$ cat config.mk
export PLATFORM = sky130hd
export DESIGN_NAME = picodevice_mem_arbiter
export DESIGN_NICKNAME = d
export VERILOG_FILES = /design/src/rtl/picodevice_mem_arbiter.sv
export SDC_FILE = /design/constraint.sdc
export NUM_CORES = 1
export LEC_CHECK = 0
export BUFFER_PORTS_ARGS = -buffer_cell sky130_fd_sc_hd__buf_2
export CORE_AREA = 2 2 120 122
export DETAILED_ROUTE_END_ITERATION = 16
export DIE_AREA = 0 0 122 124
export PLACE_DENSITY = 0.84
export SLEW_MARGIN = 0
export SYNTH_ARGS = -nofsm -noshare
export SYNTH_HDL_FRONTEND = slang
export SYNTH_SLANG_ARGS = --single-unit
$ cat constraint.sdc
create_clock -name clk -period 5.06 [get_ports clk]
set_clock_uncertainty 0.15 [all_clocks]
set_input_delay 0 -clock clk [delete_from_list [all_inputs] [get_ports clk]]
set_output_delay 0 -clock clk [all_outputs]
set_load 0.005 [all_outputs]
$ cat src/rtl/picodevice_mem_arbiter.sv
// Round-robin arbiter sharing one native memory port between two masters.
// Optional watchdog abort enabled by defining MEM_ARB_TIMEOUT_EN.
module picodevice_mem_arbiter #(
  parameter int unsigned TIMEOUT_CYCLES = 255,
  parameter logic [31:0] TIMEOUT_RDATA  = 32'hDEAD_BEEF
) (
  input  logic        clk,
  input  logic        reset,
  input  logic        m0_mem_valid,
  input  logic        m0_mem_instr,
  input  logic [31:0] m0_mem_addr,
  input  logic [31:0] m0_mem_wdata,
  input  logic [3:0]  m0_mem_wstrb,
  output logic        m0_mem_ready,
  output logic [31:0] m0_mem_rdata,
  input  logic        m1_mem_valid,
  input  logic        m1_mem_instr,
  input  logic [31:0] m1_mem_addr,
  input  logic [31:0] m1_mem_wdata,
  input  logic [3:0]  m1_mem_wstrb,
  output logic        m1_mem_ready,
  output logic [31:0] m1_mem_rdata,
  output logic        s_mem_valid,
  output logic        s_mem_instr,
  output logic [31:0] s_mem_addr,
  output logic [31:0] s_mem_wdata,
  output logic [3:0]  s_mem_wstrb,
  input  logic        s_mem_ready,
  input  logic [31:0] s_mem_rdata,
  output logic [1:0]  grant,
  output logic        timeout_err
);

  typedef enum logic [1:0] {
    ST_IDLE = 2'd0,
    ST_BUSY = 2'd1,
    ST_RESP = 2'd2
  } state_t;

  if (TIMEOUT_CYCLES < 1 || TIMEOUT_CYCLES > 65535) begin : g_bad_timeout
    $error("TIMEOUT_CYCLES must be in 1..65535");
  end

  state_t      r_state;
  state_t      w_next_state;
  logic        r_s_valid;
  logic        r_s_instr;
  logic [31:0] r_s_addr;
  logic [31:0] r_s_wdata;
  logic [3:0]  r_s_wstrb;
  logic [1:0]  r_grant;
  logic        r_last_m1;
  logic        r_m0_ready;
  logic        r_m1_ready;
  logic [31:0] r_m0_rdata;
  logic [31:0] r_m1_rdata;
  logic        r_timeout_err;

  logic        w_pick_m1;
  logic        w_start;
  logic        w_done;
  logic        w_abort;
  logic        w_finish;

  // On a tie the master that was not served last wins.
  assign w_pick_m1 = m1_mem_valid & (~m0_mem_valid | ~r_last_m1);
  assign w_start   = (r_state == ST_IDLE) & (m0_mem_valid | m1_mem_valid);
  assign w_done    = (r_state == ST_BUSY) & s_mem_ready;
  assign w_finish  = w_done | w_abort;

`ifdef MEM_ARB_TIMEOUT_EN
  localparam logic [15:0] LP_WDOG_LAST = 16'(TIMEOUT_CYCLES - 1);
  logic [15:0] r_wdog_cnt;

  // A same-edge s_mem_ready takes priority over expiry.
  assign w_abort = (r_state == ST_BUSY) & ~s_mem_ready & (r_wdog_cnt == LP_WDOG_LAST);

  always_ff @(posedge clk or posedge reset) begin
    if (reset) begin
      r_wdog_cnt <= 16'd0;
    end else if (w_start) begin
      r_wdog_cnt <= 16'd0;
    end else if ((r_state == ST_BUSY) && !s_mem_ready) begin
      r_wdog_cnt <= r_wdog_cnt + 16'd1;
    end
  end
`else
  assign w_abort = 1'b0;
`endif

  always_ff @(posedge clk or posedge reset) begin
    if (reset) r_state <= ST_IDLE;
    else       r_state <= w_next_state;
  end

  always_comb begin
    w_next_state = r_state;
    case (r_state)
      ST_IDLE: if (w_start)  w_next_state = ST_BUSY;
      ST_BUSY: if (w_finish) w_next_state = ST_RESP;
      ST_RESP: w_next_state = ST_IDLE;
      default: w_next_state = ST_IDLE;
    endcase
  end

  always_ff @(posedge clk or posedge reset) begin
    if (reset) begin
      r_s_valid     <= 1'b0;
      r_s_instr     <= 1'b0;
      r_s_addr      <= 32'd0;
      r_s_wdata     <= 32'd0;
      r_s_wstrb     <= 4'd0;
      r_grant       <= 2'b00;
      r_last_m1     <= 1'b1;
      r_m0_ready    <= 1'b0;
      r_m1_ready    <= 1'b0;
      r_m0_rdata    <= 32'd0;
      r_m1_rdata    <= 32'd0;
      r_timeout_err <= 1'b0;
    end else begin
      r_m0_ready    <= 1'b0;
      r_m1_ready    <= 1'b0;
      r_timeout_err <= 1'b0;
      if (w_start) begin
        r_s_valid <= 1'b1;
        r_s_instr <= w_pick_m1 ? m1_mem_instr : m0_mem_instr;
        r_s_addr  <= w_pick_m1 ? m1_mem_addr  : m0_mem_addr;
        r_s_wdata <= w_pick_m1 ? m1_mem_wdata : m0_mem_wdata;
        r_s_wstrb <= w_pick_m1 ? m1_mem_wstrb : m0_mem_wstrb;
        r_grant   <= w_pick_m1 ? 2'b10 : 2'b01;
      end
      if (w_finish) begin
        r_s_valid     <= 1'b0;
        r_grant       <= 2'b00;
        r_last_m1     <= r_grant[1];
        r_m0_ready    <= r_grant[0];
        r_m1_ready    <= r_grant[1];
        r_timeout_err <= w_abort;
        if (r_grant[0]) r_m0_rdata <= w_done ? s_mem_rdata : TIMEOUT_RDATA;
        if (r_grant[1]) r_m1_rdata <= w_done ? s_mem_rdata : TIMEOUT_RDATA;
      end
    end
  end

  assign s_mem_valid  = r_s_valid;
  assign s_mem_instr  = r_s_instr;
  assign s_mem_addr   = r_s_addr;
  assign s_mem_wdata  = r_s_wdata;
  assign s_mem_wstrb  = r_s_wstrb;
  assign grant        = r_grant;
  assign m0_mem_ready = r_m0_ready;
  assign m1_mem_ready = r_m1_ready;
  assign m0_mem_rdata = r_m0_rdata;
  assign m1_mem_rdata = r_m1_rdata;
  assign timeout_err  = r_timeout_err;

endmodule

# Word level (Yosys, flattened, before mapping)
# Index checks and enable logic that the tools add are counted.
# W data, S select, Z words.
dict set report word_totals {
  register_bits 141
  out_inout_bits 139
  word_cells 41
}
dict set report classes {
  eq_ne 3
  mux 14
  n_bitwise 7
  n_reduce_logical 5
}
# cell n
set ops {}
lappend ops {{$mux W32} 2}
lappend ops {{$mux W2} 5}
lappend ops {{$reduce_and A2 Y1} 3}
lappend ops {{$mux W1} 5}
lappend ops {{$mux W4} 1}
lappend ops {{$ne A2 B2 Y1 const B} 2}
lappend ops {{$pmux W2 S2} 1}
lappend ops {{$and A1 B1 Y1} 3}
lappend ops {{$eq A2 B1 Y1 const B} 1}
lappend ops {{$logic_not A2 Y1} 1}
lappend ops {{$not A1 Y1} 2}
lappend ops {{$or A1 B1 Y1} 2}
lappend ops {{$reduce_bool A2 Y1} 1}

# Logic depth before layout (Yosys ltp)
# Gate-level depths: netlist of run 1.
dict set report depth {
  word_depth 6
  ltp_mapped 6
  depth_no_buf 4
}

# Least setup slack after synthesis of run 1
# OpenSTA, ideal clock, no wires.
dict set report synth_timing {
  path_kind {reg-to-reg}
  from {register r_state[1]}
  to {register r_m1_rdata[10] (netlist: m1_mem_rdata[10])}
  setup_time_ns 0.125
  t_arrival_ns 1.318
  required_time_ns 4.785
  slack_ns 3.467
  path_stages_with_launch 6
  period_less_slack_ns 1.593
  path_cell_list {dfrtp_1 and2b_1 nand3_2 buf_6 buf_6 mux2_4}
}
dict set report synth_between {
  elab_chain_len 3
}
# element line
set synth_lines {}
lappend synth_lines {{from (decl)} 44} ;# state_t r_state;
lappend synth_lines {{from (signal assigned)} 93} ;# else r_state <= w_next_state;
lappend synth_lines {{$eq A2 B1 Y1} 68} ;# assign w_done = (r_state == ST_BUSY) & s_mem_ready;
lappend synth_lines {{$and A1 B1 Y1} 68}
lappend synth_lines {{$reduce_and A2 Y1 (no line)} --}
lappend synth_lines {{to (signal assigned)} 140} ;# if (r_grant[1]) r_m1_rdata <= w_done ? s_mem_rdata : TIMEOUT_RDATA;
lappend synth_lines {{to (decl)} 56} ;# logic [31:0] r_m1_rdata;
# Every way passes these cells.
# A chain may end at the register's enable or synchronous reset.

# Final worst setup path of run 1
dict set report layout_timing {
  from {register r_state[1]}
  to {register r_s_addr[21] (netlist: s_mem_addr[21])}
}
dict set report layout_between {
  elab_chain_len 2
}
# element line
set layout_lines {}
lappend layout_lines {{$logic_not A2 Y1} 67} ;# assign w_start = (r_state == ST_IDLE) & (m0_mem_valid | m1_mem_valid);
lappend layout_lines {{$and A1 B1 Y1} 67}
lappend layout_lines {{to (signal assigned)} 127} ;# r_s_addr <= w_pick_m1 ? m1_mem_addr : m0_mem_addr;
lappend layout_lines {{to (decl)} 48} ;# logic [31:0] r_s_addr;
# Every way passes these cells.

==> results.txt, run 1 <==
----------------------------------------------------
[Run status]
  Result of the run ... complete, no violations

[CTS]
  Maximum root-to-sink buffer count ... 2
  Sink Count ... between 100 and 150
  Clock-pin slew reported for the worst setup and hold paths after clock tree synthesis ... 0.06 ns
  Clock tree from TritonCTS ... yes
  Clock root buffer master ... sky130_fd_sc_hd__clkbuf_16
  Total setup buffers inserted after CTS ... 0
  H-Tree Level Count ... 4
  Inserted Clock Buffers ... 17
  Worst-Skew Late Latency ... slightly above 0.4 ns
  Post-CTS sizing ... 0

[Place]
  Placement-stage cell area ... between 7000 and 8000 sq um
  GPL Wtd Cong ... 0.813
  Half-perimeter wire length after placement ... ~11000 microns
  IO buf count ... 312

[STA]
  Final Max Slew Viols ... 0
  Setup TNS ... 0 ns
  Part of the cycle the worst path needs ... 0.651
  Setup repair after global routing missed its margin ... false
  Actual transition at the worst max-transition pin ... 0.908 ns
  Worst slew margin relative to its limit ... 0.395
  Hold WS ... 0.0396 ns
  Final-report hold violation count ... 0
  Post-layout min period ... 3.29 ns
  Setup violation total in the final timing report ... 0
  Achievable clock frequency ... slightly above 0.3 GHz

[Logic synthesis]
  Cell with the most instances after synthesis ... sky130_fd_sc_hd__dfrtp_1
  Most numerous cell types in the synthesized netlist ... sky130_fd_sc_hd__dfrtp_1 (140), sky130_fd_sc_hd__and3_1 (66), sky130_fd_sc_hd__a221o_1 (65), sky130_fd_sc_hd__mux2_2 (54), sky130_fd_sc_hd__clkbuf_1 (19)
  Number of synthesized register bits ... 141
  Net count after synthesis ... 580
  Most area-consuming cells after synthesis ... sky130_fd_sc_hd__dfrtp_1 (61%), sky130_fd_sc_hd__a221o_1 (11%), sky130_fd_sc_hd__mux2_2 (11%), sky130_fd_sc_hd__and3_1 (7.1%), sky130_fd_sc_hd__mux2_4 (2.6%)
  Warnings from Yosys ... 0
  Netlist cell types ... 28
  Top_reg_cell synth ... sky130_fd_sc_hd__dfrtp_1
  Mapped Cells ... 405
  Combined area of all synthesized cells ... 5780 sq um
  Post-synth EDFFs ... 0
  Fraction of synthesis flops using an asynchronous set or reset pin ... 1.00
  Share of synthesized area occupied by flip-flops and latches ... 0.610
  Mean instance size in the synthesized netlist ... 14.3 sq um
  Share of the synthesized area in the top cell type ... 0.606
  Post-synthesis cell type with the largest combined area ... sky130_fd_sc_hd__dfrtp_1

[Global route]
  Aggregate global routing overflow ... 0
  Number of global-route vias before repair ... a little under 6000
  Pin count of the biggest net entering global routing ... just under 80
  Global-route wire length before repair ... 30800 microns
  Antenna violations before repair ... 0
  Global-route usage over all layers ... 0.270

[Detailed routing]
  Post-detailed-route via-to-cell ratio ... approximately 5.3
  Detail-routed net length per standard cell ... roughly 19 microns
  Detailed-routing iteration count for the pre-antenna-repair pass ... 5
  Remaining antenna violation count ... 0
  Final routed DRC violation total ... 0
  Total routed wirelength ... ~21000 microns
  Routed via count ... 5708
  Detailed router's first-iteration violation count ... 357

[Setup path]
  Crit-path max FO ... between 70 and 80
  RR Startpoint ... r_state[1]
  Worst Reg-to-Reg Cells ... 6
  Crit path arrival time ... 3.43 ns
  WP data required ... 5.20 ns
  Critical Path End Type ... register
  Worst Path Class, Setup ... reg2reg
  Launching element type of the critical path ... register
  Register-to-register setup slack ... 1.77 ns
  Crit Reg-Reg Endpoint ... s_mem_addr[21]
  First element of the critical path ... r_state[1]

[Power and ir drop]
  Total power of the final layout ... around 5.7 mW
  Static leakage ... ~5.1 nW
  VDD IR max ... 0.256 mV
  Pwr dens ... between 500 and 600 nW/um^2

[Layout]
  Number of nets in the final layout ... 1053
  Final design area excluding fillers ... between 9000 and 10000 sq um
  Filler Cell Count ... 865
  Number of diodes ... 0
  Growth of design area from synthesis to finish ... 68.8%
  Ratio of cells with drive above 1 in the final layout ... 0.473
  Final core utilization ... 0.711

[Die]
  Number of top-level design ports ... 314
  Effective utilization at floorplan ... 0.421
  Die width ... 122 microns
  Full die area ... 15100 sq um
  Area of the core ... 13700 sq um
  Std cell rows ... 43
  Die height ... 124 microns

[Worst hold path]
  Min-delay src ... m1_mem_valid
  Worst hold path cell count ... 3
  Hold/Removal Path Class ... in2reg
  Min-Delay Endpoint ... grant[1]

[Job]
  Max capacitance violation total ... 0

----------------------------------------------------
-- power by group --
| part | internal [mW] | leakage [nW] | switching (mW) |
|---|---|---|---|
| Sequential | 1.68 | 1.72 | 0.336 |
| Clock | 0.825 | 0.301 | 0.478 |
| Combinational | 1.45 | 3.12 | 0.975 |
| Total | 3.96 | 5.14 | 1.79 |
-- final cells by class --
type                    instances  area (sq um)  area share
repair buffers                490          3330       0.341
multi-input cells             223          2030       0.208
inverters                       5          23.8     0.00244
clock buffers                  18           429      0.0440
clock inverters                13           186      0.0191
well taps                     180           225      0.0231
flip-flops and latches        141          3530       0.362
-- layout by cell type (no fill, tap or decap), types with 3 or more instances in the layout --
cell	synthesis	final
sky130_fd_sc_hd__mux2_2	54	54
sky130_fd_sc_hd__a221o_1	65	65
sky130_fd_sc_hd__clkbuf_16	0	17
sky130_fd_sc_hd__mux2_4	10	10
sky130_fd_sc_hd__bufinv_16	0	4
sky130_fd_sc_hd__inv_6	0	4
sky130_fd_sc_hd__dfrtp_1	140	140
sky130_fd_sc_hd__and3_1	66	65
sky130_fd_sc_hd__dlygate4sd3_1	0	173
sky130_fd_sc_hd__buf_4	3	5
sky130_fd_sc_hd__inv_1	4	3
sky130_fd_sc_hd__buf_2	6	312
sky130_fd_sc_hd__clkinv_2	0	3
sky130_fd_sc_hd__a21oi_1	8	8
sky130_fd_sc_hd__mux2i_1	4	4
-- metal layers --
metal,track usage,wire length [microns]
met1,0.304,7550
met4,0.129,741
met5,0,0
met2,0.485,10800
met3,0.0604,1530
-- cell families after synthesis --
kind of cell | after synthesis | synth area share
flops | 141 | 0.610
compound gates | 79 | 0.127
simple gates | 75 | 0.0831
mux | 68 | 0.138
buf+inv | 41 | 0.0403
other cells | 1 | 0.000649
-- repair_timing --
action,4_1_cts,5_1_grt
hold buffers,173,0
hold endpoints to repair,216,0
endpoints found under the setup margin,0,0
-- flip-flops by register name, summed over array words and instances (netlist names) --
register,count
s_mem_wstrb,4
s_mem_wdata,32
r_last_m1,1
r_state,2
grant,2
m1_mem_ready,1
s_mem_valid,1
m1_mem_rdata,32
m0_mem_rdata,32
s_mem_addr,32
s_mem_instr,1
m0_mem_ready,1
-- worst max-delay path, cell delays in order, from the launching register on --
cell                            delay [ns]
sky130_fd_sc_hd__dfrtp_1              0.40
sky130_fd_sc_hd__nor2_4               0.11
sky130_fd_sc_hd__buf_4                0.47
sky130_fd_sc_hd__nand2_2              0.51
sky130_fd_sc_hd__buf_4                0.43
sky130_fd_sc_hd__a221o_1              0.42
sky130_fd_sc_hd__dlygate4sd3_1        0.60
-- stage by stage --
step,cells,worst slack [ns]
2_1_floorplan,405,1.13
3_3_place_gp,866,2.50
6_report,1070,1.77
3_5_place_dp,866,2.46
4_1_cts,1070,1.90
5_1_grt,1070,1.63
-- worst max path at each step --
stage          cells after the start               to
2_1_floorplan                      1         grant[0]
3_3_place_gp                       5  s_mem_wdata[10]
3_5_place_dp                       5   s_mem_wdata[2]
4_1_cts                            6   s_mem_wdata[2]
5_1_grt                            6   s_mem_addr[21]
6_report                           6   s_mem_addr[21]
Note: power is estimated with default switching activity, not from simulation.
==> run 2, diff against run 1 <==
==> constraint.sdc (replaced) <==
create_clock -name clk -period 3.3 [get_ports clk]
set_clock_uncertainty 0.15 [all_clocks]
set_input_delay 0 -clock clk [delete_from_list [all_inputs] [get_ports clk]]
set_output_delay 0 -clock clk [all_outputs]
set_load 0.005 [all_outputs]
==> results.txt, run 2 (synthesized netlist as in run 1, its figures left out) <==
----------------------------------------------------
[Setup path]
  Crit path arrival time ... 3.07 ns (was 3.43 ns)
  Launching element type of the critical path ... register (unchanged)
  WP data required ... 3.43 ns (was 5.20 ns)
  Buffers plus inverters on the worst setup path ... 2 (was 3)
  Crit-path leading delay family ... buffers and inverters (unchanged)
  Register-to-register setup slack ... 0.36 ns (was 1.77 ns)
  Critical Path End Type ... register (unchanged)
  Worst path slowest cell ... sky130_fd_sc_hd__dlygate4sd3_1 (unchanged)
  Crit-path max FO ... 41 (was 73)
  Highest cell delay on the worst timing path ... 0.60 ns (about the same)
  Worst Path Class, Setup ... reg2reg (unchanged)
  Cell-by-cell trace of the critical path ... nor2_4 > nand2_2 > buf_4 > a221o_1 > dlygate4sd3_1 (was nor2_4 > buf_4 > nand2_2 > buf_4 > a221o_1 > dlygate4sd3_1)

[Layout]
  Growth of design area from synthesis to finish ... 68.9% (was 68.8%)
  Sequential cell area ... 3530 sq um (unchanged)
  Filler Cell Count ... 890 (was 865)
  Highest-count cells in the layout ignoring fill and taps ... sky130_fd_sc_hd__buf_2 (312), sky130_fd_sc_hd__dlygate4sd3_1 (172), sky130_fd_sc_hd__dfrtp_1 (140) (was sky130_fd_sc_hd__buf_2 (312), sky130_fd_sc_hd__dlygate4sd3_1 (173), sky130_fd_sc_hd__dfrtp_1 (140))
  Most frequent standard cell in the layout excluding fill and tap cells ... sky130_fd_sc_hd__buf_2 (unchanged)
  Ratio of cells with drive above 1 in the final layout ... 0.475 (was 0.473)
  Area occupied by multi-input gates ... 2030 sq um (unchanged)
  Number of nets in the final layout ... 1054 (was 1053)

[Die]
  Area of the core ... 13700 sq um (unchanged)
  Full die area ... 15100 sq um (unchanged)
  Number of top-level design ports ... 314 (unchanged)
  Die width ... 122 microns (unchanged)
  Die height ... 124 microns (unchanged)
  Effective utilization at floorplan ... 0.421 (unchanged)
  Std cell rows ... 43 (unchanged)

[Power and ir drop]
  Combinational group share of total power ... 0.427 (was 0.422)
  Clock share of power ... 0.222 (was 0.227)
  Static leakage ... 5.13 nW (was 5.14 nW)
  VDD IR max ... 0.437 mV (was 0.256 mV)
  Net switching power ... 2.75 mW (was 1.79 mW)
  Pwr dens ... 898 nW/um^2 (was 589 nW/um^2)
  Switching fraction of total power ... 0.313 (was 0.311)
  Portion of total power attributed to sequential cells ... 0.352 (was 0.351)
  Internal power ... 6.03 mW (was 3.96 mW)

[CTS]
  Clock root buffer master ... sky130_fd_sc_hd__clkbuf_16 (unchanged)
  Clock tree from TritonCTS ... yes (unchanged)
  H-Tree Level Count ... 4 (unchanged)
  Total setup buffers inserted after CTS ... 0 (unchanged)
  Clock-pin slew reported for the worst setup and hold paths after clock tree synthesis ... 0.06 ns (about the same)
  Worst-Skew Late Latency ... 0.40 ns (was 0.41 ns)
  Post-CTS sizing ... 0 (unchanged)
  Inserted Clock Buffers ... 17 (unchanged)
  Cts-stage hold buffer count ... 172 (was 173)
  Sink Count ... 141 (unchanged)
  Maximum root-to-sink buffer count ... 2 (unchanged)

[Job]
  Max capacitance violation total ... 0 (unchanged)

[Place]
  Half-perimeter wire length after placement ... 11400 microns (was 11500 microns)
  Worst Setup Slack post-DPL ... 0.975 ns (was 2.46 ns)
  IO buf count ... 312 (unchanged)
  GPL Wtd Cong ... 0.767 (was 0.813)

[Detailed routing]
  Final routed DRC violation total ... 0 (unchanged)
  Detail-routed net length per standard cell ... 19.1 microns (was 19.3 microns)
  Met3 routed WL ... 1530 microns (about the same)
  Uppermost layer routed ... met4 (unchanged)
  Post-detailed-route via-to-cell ratio ... 5.32 (was 5.33)
  Routed via count ... 5708 (unchanged)
  Detailed-routing iteration count for the pre-antenna-repair pass ... 4 (was 5)
  Remaining antenna violation count ... 0 (unchanged)
  Detailed router's first-iteration violation count ... 369 (was 357)
  Met1 Wirelength ... 7590 microns (was 7550 microns)
  Total routed wirelength ... 20500 microns (was 20700 microns)
  Metal2 WL ... 10500 microns (was 10800 microns)

[STA]
  Final Max Slew Viols ... 0 (unchanged)
  Hold WS ... 0.174 ns (was 0.0396 ns)
  Setup TNS ... 0 ns (unchanged)
  Worst slew margin relative to its limit ... 0.342 (was 0.395)
  Final setup slack of the worst path ... 0.360 ns (was 1.77 ns)
  Setup violation total in the final timing report ... 0 (unchanged)
  Part of the cycle the worst path needs ... 0.891 (was 0.651)
  Post-layout min period ... 2.94 ns (was 3.29 ns)
  Actual transition at the worst max-transition pin ... 0.987 ns (was 0.908 ns)
  Setup repair after global routing missed its margin ... false (unchanged)
  Final-report hold violation count ... 0 (unchanged)
  Achievable clock frequency ... 0.340 GHz (was 0.304 GHz)

[Global route]
  Antenna violations before repair ... 1 (was 0)
  Global-route usage over all layers ... 0.267 (was 0.270)
  Number of global-route vias before repair ... 5991 (was 5890)
  Aggregate global routing overflow ... 0 (unchanged)
  Global-route wire length before repair ... 30600 microns (was 30800 microns)
  Pin count of the biggest net entering global routing ... 82 (was 79)

[Run status]
  Result of the run ... complete, no violations (unchanged)

[Worst hold path]
  Hold/Removal Path Class ... in2reg (unchanged)

----------------------------------------------------
## run 2: cell types whose count changed in the layout (fill, tap and decap cells not counted)
cell                            previous run  this run
sky130_fd_sc_hd__clkinvlp_4                1         4
sky130_fd_sc_hd__inv_6                     4         2
sky130_fd_sc_hd__buf_12                    0         1
sky130_fd_sc_hd__buf_4                     5         6
sky130_fd_sc_hd__bufinv_16                 4         3
sky130_fd_sc_hd__clkbuf_8                  0         1
sky130_fd_sc_hd__diode_2                   0         1
sky130_fd_sc_hd__dlygate4sd3_1           173       172
## run 2: power by group through the flow
| stage | combinational (mW) | sequential [mW] | clock (mW) |
|---|---|---|---|
| 6_report | 3.74 | 3.08 | 1.94 |
| 5_1_grt | 4.01 | 3.17 | 2.08 |
| 4_1_cts | 3.59 | 3.04 | 1.98 |
| 3_5_place_dp | 2.82 | 3.05 | 0 |
| 3_3_place_gp | 2.72 | 3.03 | 0 |
| 2_1_floorplan | 1.49 | 3.09 | 0 |
## run 2: tightest hold or removal path: stages
cell                      delay [ns]
sky130_fd_sc_hd__buf_2          0.10
sky130_fd_sc_hd__or2_0          0.35
sky130_fd_sc_hd__a21oi_1        0.12
sky130_fd_sc_hd__a21oi_1        0.11
## run 2: layer usage
metal / up-vias / track usage
met4: 0 / 0.144
met1: 2808 / 0.293
met2: 324 / 0.476
met5: - / 0
met3: 63 / 0.0687
li1: 2513 / -
## run 2: path summary, 6_finish.rpt
kind / cells past startpoint / to / startpoint
setup / recovery: 5 / s_mem_addr[25] / r_state[1]
min in group asynchronous: 4 / s_mem_wstrb[0] / reset
setup reg to reg: 5 / s_mem_addr[25] / r_state[1]
hold reg to reg: 1 / s_mem_valid / s_mem_valid
hold / removal: 4 / s_mem_addr[31] / m1_mem_valid
max in group asynchronous: 4 / m1_mem_rdata[19] / reset
## run 2: per-stage QoR
| stage | total power, mW | area (sq um) | cells | util |
|---|---|---|---|---|
| floorplan | 4.58 | 5790 | 405 | - |
| global placement | 5.75 | 7440 | 868 | 0.542 |
| detailed placement | 5.87 | 7440 | 868 | 0.542 |
| CTS | 8.62 | 9760 | 1072 | 0.712 |
| global route | 9.26 | 9770 | 1073 | 0.712 |
| finish | 8.77 | 9770 | 1073 | 0.712 |
## run 2: cell type report
class | count | share of cell area
clock buffer | 19 | 0.0454
tap | 180 | 0.0231
multi-input combinational | 223 | 0.208
sequential | 141 | 0.361
antenna | 1 | 0.000256
clock inverter | 13 | 0.0167
inverter | 5 | 0.00231
timing repair buffer | 491 | 0.343
==> run 3, diff against run 2 <==
==> constraint.sdc (replaced) <==
create_clock -name clk -period 3.3 [get_ports clk]
set_clock_uncertainty 0.15 [all_clocks]
set_input_delay 0.165 -clock clk [delete_from_list [all_inputs] [get_ports clk]]
set_output_delay 0.165 -clock clk [all_outputs]
set_load 0.005 [all_outputs]
==> results.txt, run 3 (synthesized netlist as in run 1, its figures left out) <==
----------------------------------------------------
[Place]
  Worst Setup Slack post-DPL ... 1.09 ns (was 0.975 ns)
  GPL Wtd Cong ... 0.775 (was 0.767)
  IO buf count ... 312 (unchanged)
  Placement-stage cell area ... 7470 sq um (was 7440 sq um)
  Half-perimeter wire length after placement ... 11600 microns (was 11400 microns)

[Power and ir drop]
  Internal power ... 5.82 mW (was 6.03 mW)
  Combinational group share of total power ... 0.437 (was 0.427)
  Switching fraction of total power ... 0.321 (was 0.313)
  Static leakage ... 5.11 nW (was 5.13 nW)
  VDD IR max ... 0.434 mV (was 0.437 mV)
  Pwr dens ... 880 nW/um^2 (was 898 nW/um^2)
  Net switching power ... 2.75 mW (about the same)
  Portion of total power attributed to sequential cells ... 0.360 (was 0.352)
  Clock share of power ... 0.202 (was 0.222)

[CTS]
  Clock root buffer master ... sky130_fd_sc_hd__clkbuf_16 (unchanged)
  Clock-pin slew reported for the worst setup and hold paths after clock tree synthesis ... 0.06 ns (about the same)
  Sink Count ... 141 (unchanged)
  H-Tree Level Count ... 4 (unchanged)
  Clock tree from TritonCTS ... yes (unchanged)
  Post-CTS sizing ... 0 (unchanged)
  Worst-Skew Late Latency ... 0.41 ns (was 0.40 ns)
  Maximum root-to-sink buffer count ... 2 (unchanged)
  Total setup buffers inserted after CTS ... 0 (unchanged)
  Inserted Clock Buffers ... 17 (unchanged)

[Global route]
  Most Used Layer, Global Route ... met2 (unchanged)
  Number of global-route vias before repair ... 5968 (was 5991)
  Met3 Use GR ... 0.0728 (was 0.0687)
  GR Layer Usage met2 ... 0.477 (was 0.476)
  Pin count of the biggest net entering global routing ... 61 (was 82)
  Met1 Track Usage GR ... 0.303 (was 0.293)
  Global-route usage over all layers ... 0.269 (was 0.267)
  Antenna violations before repair ... 1 (unchanged)
  Aggregate global routing overflow ... 0 (unchanged)
  Global-route wire length before repair ... 30800 microns (was 30600 microns)

[STA]
  Final-report hold violation count ... 0 (unchanged)
  Part of the cycle the worst path needs ... 0.825 (was 0.891)
  Setup repair after global routing missed its margin ... false (unchanged)
  Actual transition at the worst max-transition pin ... 0.973 ns (was 0.987 ns)
  Post-layout min period ... 2.72 ns (was 2.94 ns)
  Worst slew margin relative to its limit ... 0.350 (was 0.342)
  Achievable clock frequency ... 0.367 GHz (was 0.340 GHz)
  Setup violation total in the final timing report ... 0 (unchanged)
  Setup TNS ... 0 ns (unchanged)
  Final Max Slew Viols ... 0 (unchanged)
  Final setup slack of the worst path ... 0.576 ns (was 0.360 ns)

[Layout]
  Final design area excluding fillers ... 9730 sq um (was 9770 sq um)
  Ratio of cells with drive above 1 in the final layout ... 0.474 (was 0.475)
  Most frequent standard cell in the layout excluding fill and tap cells ... sky130_fd_sc_hd__buf_2 (unchanged)
  Number of nets in the final layout ... 1054 (unchanged)
  Highest-count cells in the layout ignoring fill and taps ... sky130_fd_sc_hd__buf_2 (312), sky130_fd_sc_hd__dlygate4sd3_1 (172), sky130_fd_sc_hd__dfrtp_1 (140) (unchanged)
  Growth of design area from synthesis to finish ... 68.4% (was 68.9%)

[Detailed routing]
  Final routed DRC violation total ... 0 (unchanged)
  Remaining antenna violation count ... 0 (unchanged)
  Total routed wirelength ... 20300 microns (was 20500 microns)
  Detailed router's first-iteration violation count ... 335 (was 369)
  Post-detailed-route via-to-cell ratio ... 5.26 (was 5.32)
  Detailed-routing iteration count for the pre-antenna-repair pass ... 5 (was 4)
  Routed via count ... 5641 (was 5708)
  Detail-routed net length per standard cell ... 18.9 microns (was 19.1 microns)

[Die]
  Die width ... 122 microns (unchanged)
  Std cell rows ... 43 (unchanged)
  Full die area ... 15100 sq um (unchanged)
  Die height ... 124 microns (unchanged)
  Number of top-level design ports ... 314 (unchanged)
  Effective utilization at floorplan ... 0.421 (unchanged)
  Area of the core ... 13700 sq um (unchanged)

[Setup path]
  WP data required ... 3.50 ns (was 3.43 ns)
  Crit-path max FO ... 34 (was 41)
  Launching element type of the critical path ... register (unchanged)
  Crit path arrival time ... 2.92 ns (was 3.07 ns)
  Cell-by-cell trace of the critical path ... nor2_4 > and3_2 > buf_12 > a221o_1 > dlygate4sd3_1 (was nor2_4 > nand2_2 > buf_4 > a221o_1 > dlygate4sd3_1)
  Worst Path Class, Setup ... reg2reg (unchanged)
  Highest cell delay on the worst timing path ... 0.70 ns (was 0.60 ns)
  Critical Path End Type ... register (unchanged)
  Register-to-register setup slack ... 0.58 ns (was 0.36 ns)
  Worst path slowest cell ... sky130_fd_sc_hd__and3_2 (was sky130_fd_sc_hd__dlygate4sd3_1)

[Worst hold path]
  Hold/Removal Path Class ... in2reg (unchanged)

[Run status]
  Result of the run ... complete, no violations (unchanged)

[Job]
  Max capacitance violation total ... 0 (unchanged)

----------------------------------------------------
[run 3: path summary, 6_finish.rpt]
check                             startpoint          endpoint  depth (start not counted)
worst max-delay path              r_state[1]    s_mem_addr[27]                          5
worst min-delay path            m1_mem_valid       s_mem_instr                          4
worst max register to register    r_state[1]    s_mem_addr[27]                          5
worst min register to register   s_mem_valid       s_mem_valid                          1
max in group asynchronous              reset         r_last_m1                          4
min in group asynchronous              reset  m1_mem_rdata[24]                          3
[run 3: layer usage]
layer / routed length (microns) / vias to the layer above
met5: 0 / -
met4: 733 / 0
met3: 1580 / 63
met2: 10600 / 337
met1: 7410 / 2736
li1: - / 2505
[run 3: critical path, delay by kind of cell, from the launching register on]
kind | cells | cell delay [ns]
flip-flops | 1 | 0.40
AO/OA/AOI/OAI | 1 | 0.20
AND/OR/NAND/NOR | 2 | 1.02
buffers and inverters | 2 | 0.86
[run 3: power groups by stage]
stage	Sequential, mW	Clock (mW)	Combinational (mW)
global placement	3.04	0	2.74
global route	3.18	1.85	4.03
CTS	3.05	1.76	3.62
floorplan	3.09	0	1.49
detailed placement	3.06	0	2.83
finish	3.09	1.73	3.75
[run 3: area by class of cell]
cell class	instances	area [sq um]
diodes	1	2.50
clock inverters	12	90.1
well taps	180	225
flip-flops and latches	141	3530
multi-input cells	223	2030
inverters	5	22.5
fillers	883	3990
clock buffers	20	447
repair buffers	491	3390
[run 3: stage by stage]
step | power [mW] | util | hold slack (ns) | instances
floorplan | 4.58 | - | 0.122 | 405
global placement | 5.77 | 0.545 | 0.245 | 868
detailed placement | 5.89 | 0.545 | 0.249 | 868
CTS | 8.42 | 0.709 | 0.309 | 1072
global route | 9.06 | 0.710 | 0.351 | 1073
finish | 8.57 | 0.710 | 0.296 | 1073
[run 3: repair_timing]
item,CTS,global route
hold endpoints to repair,177,0
setup endpoints to repair,0,0
hold buffers,172,0
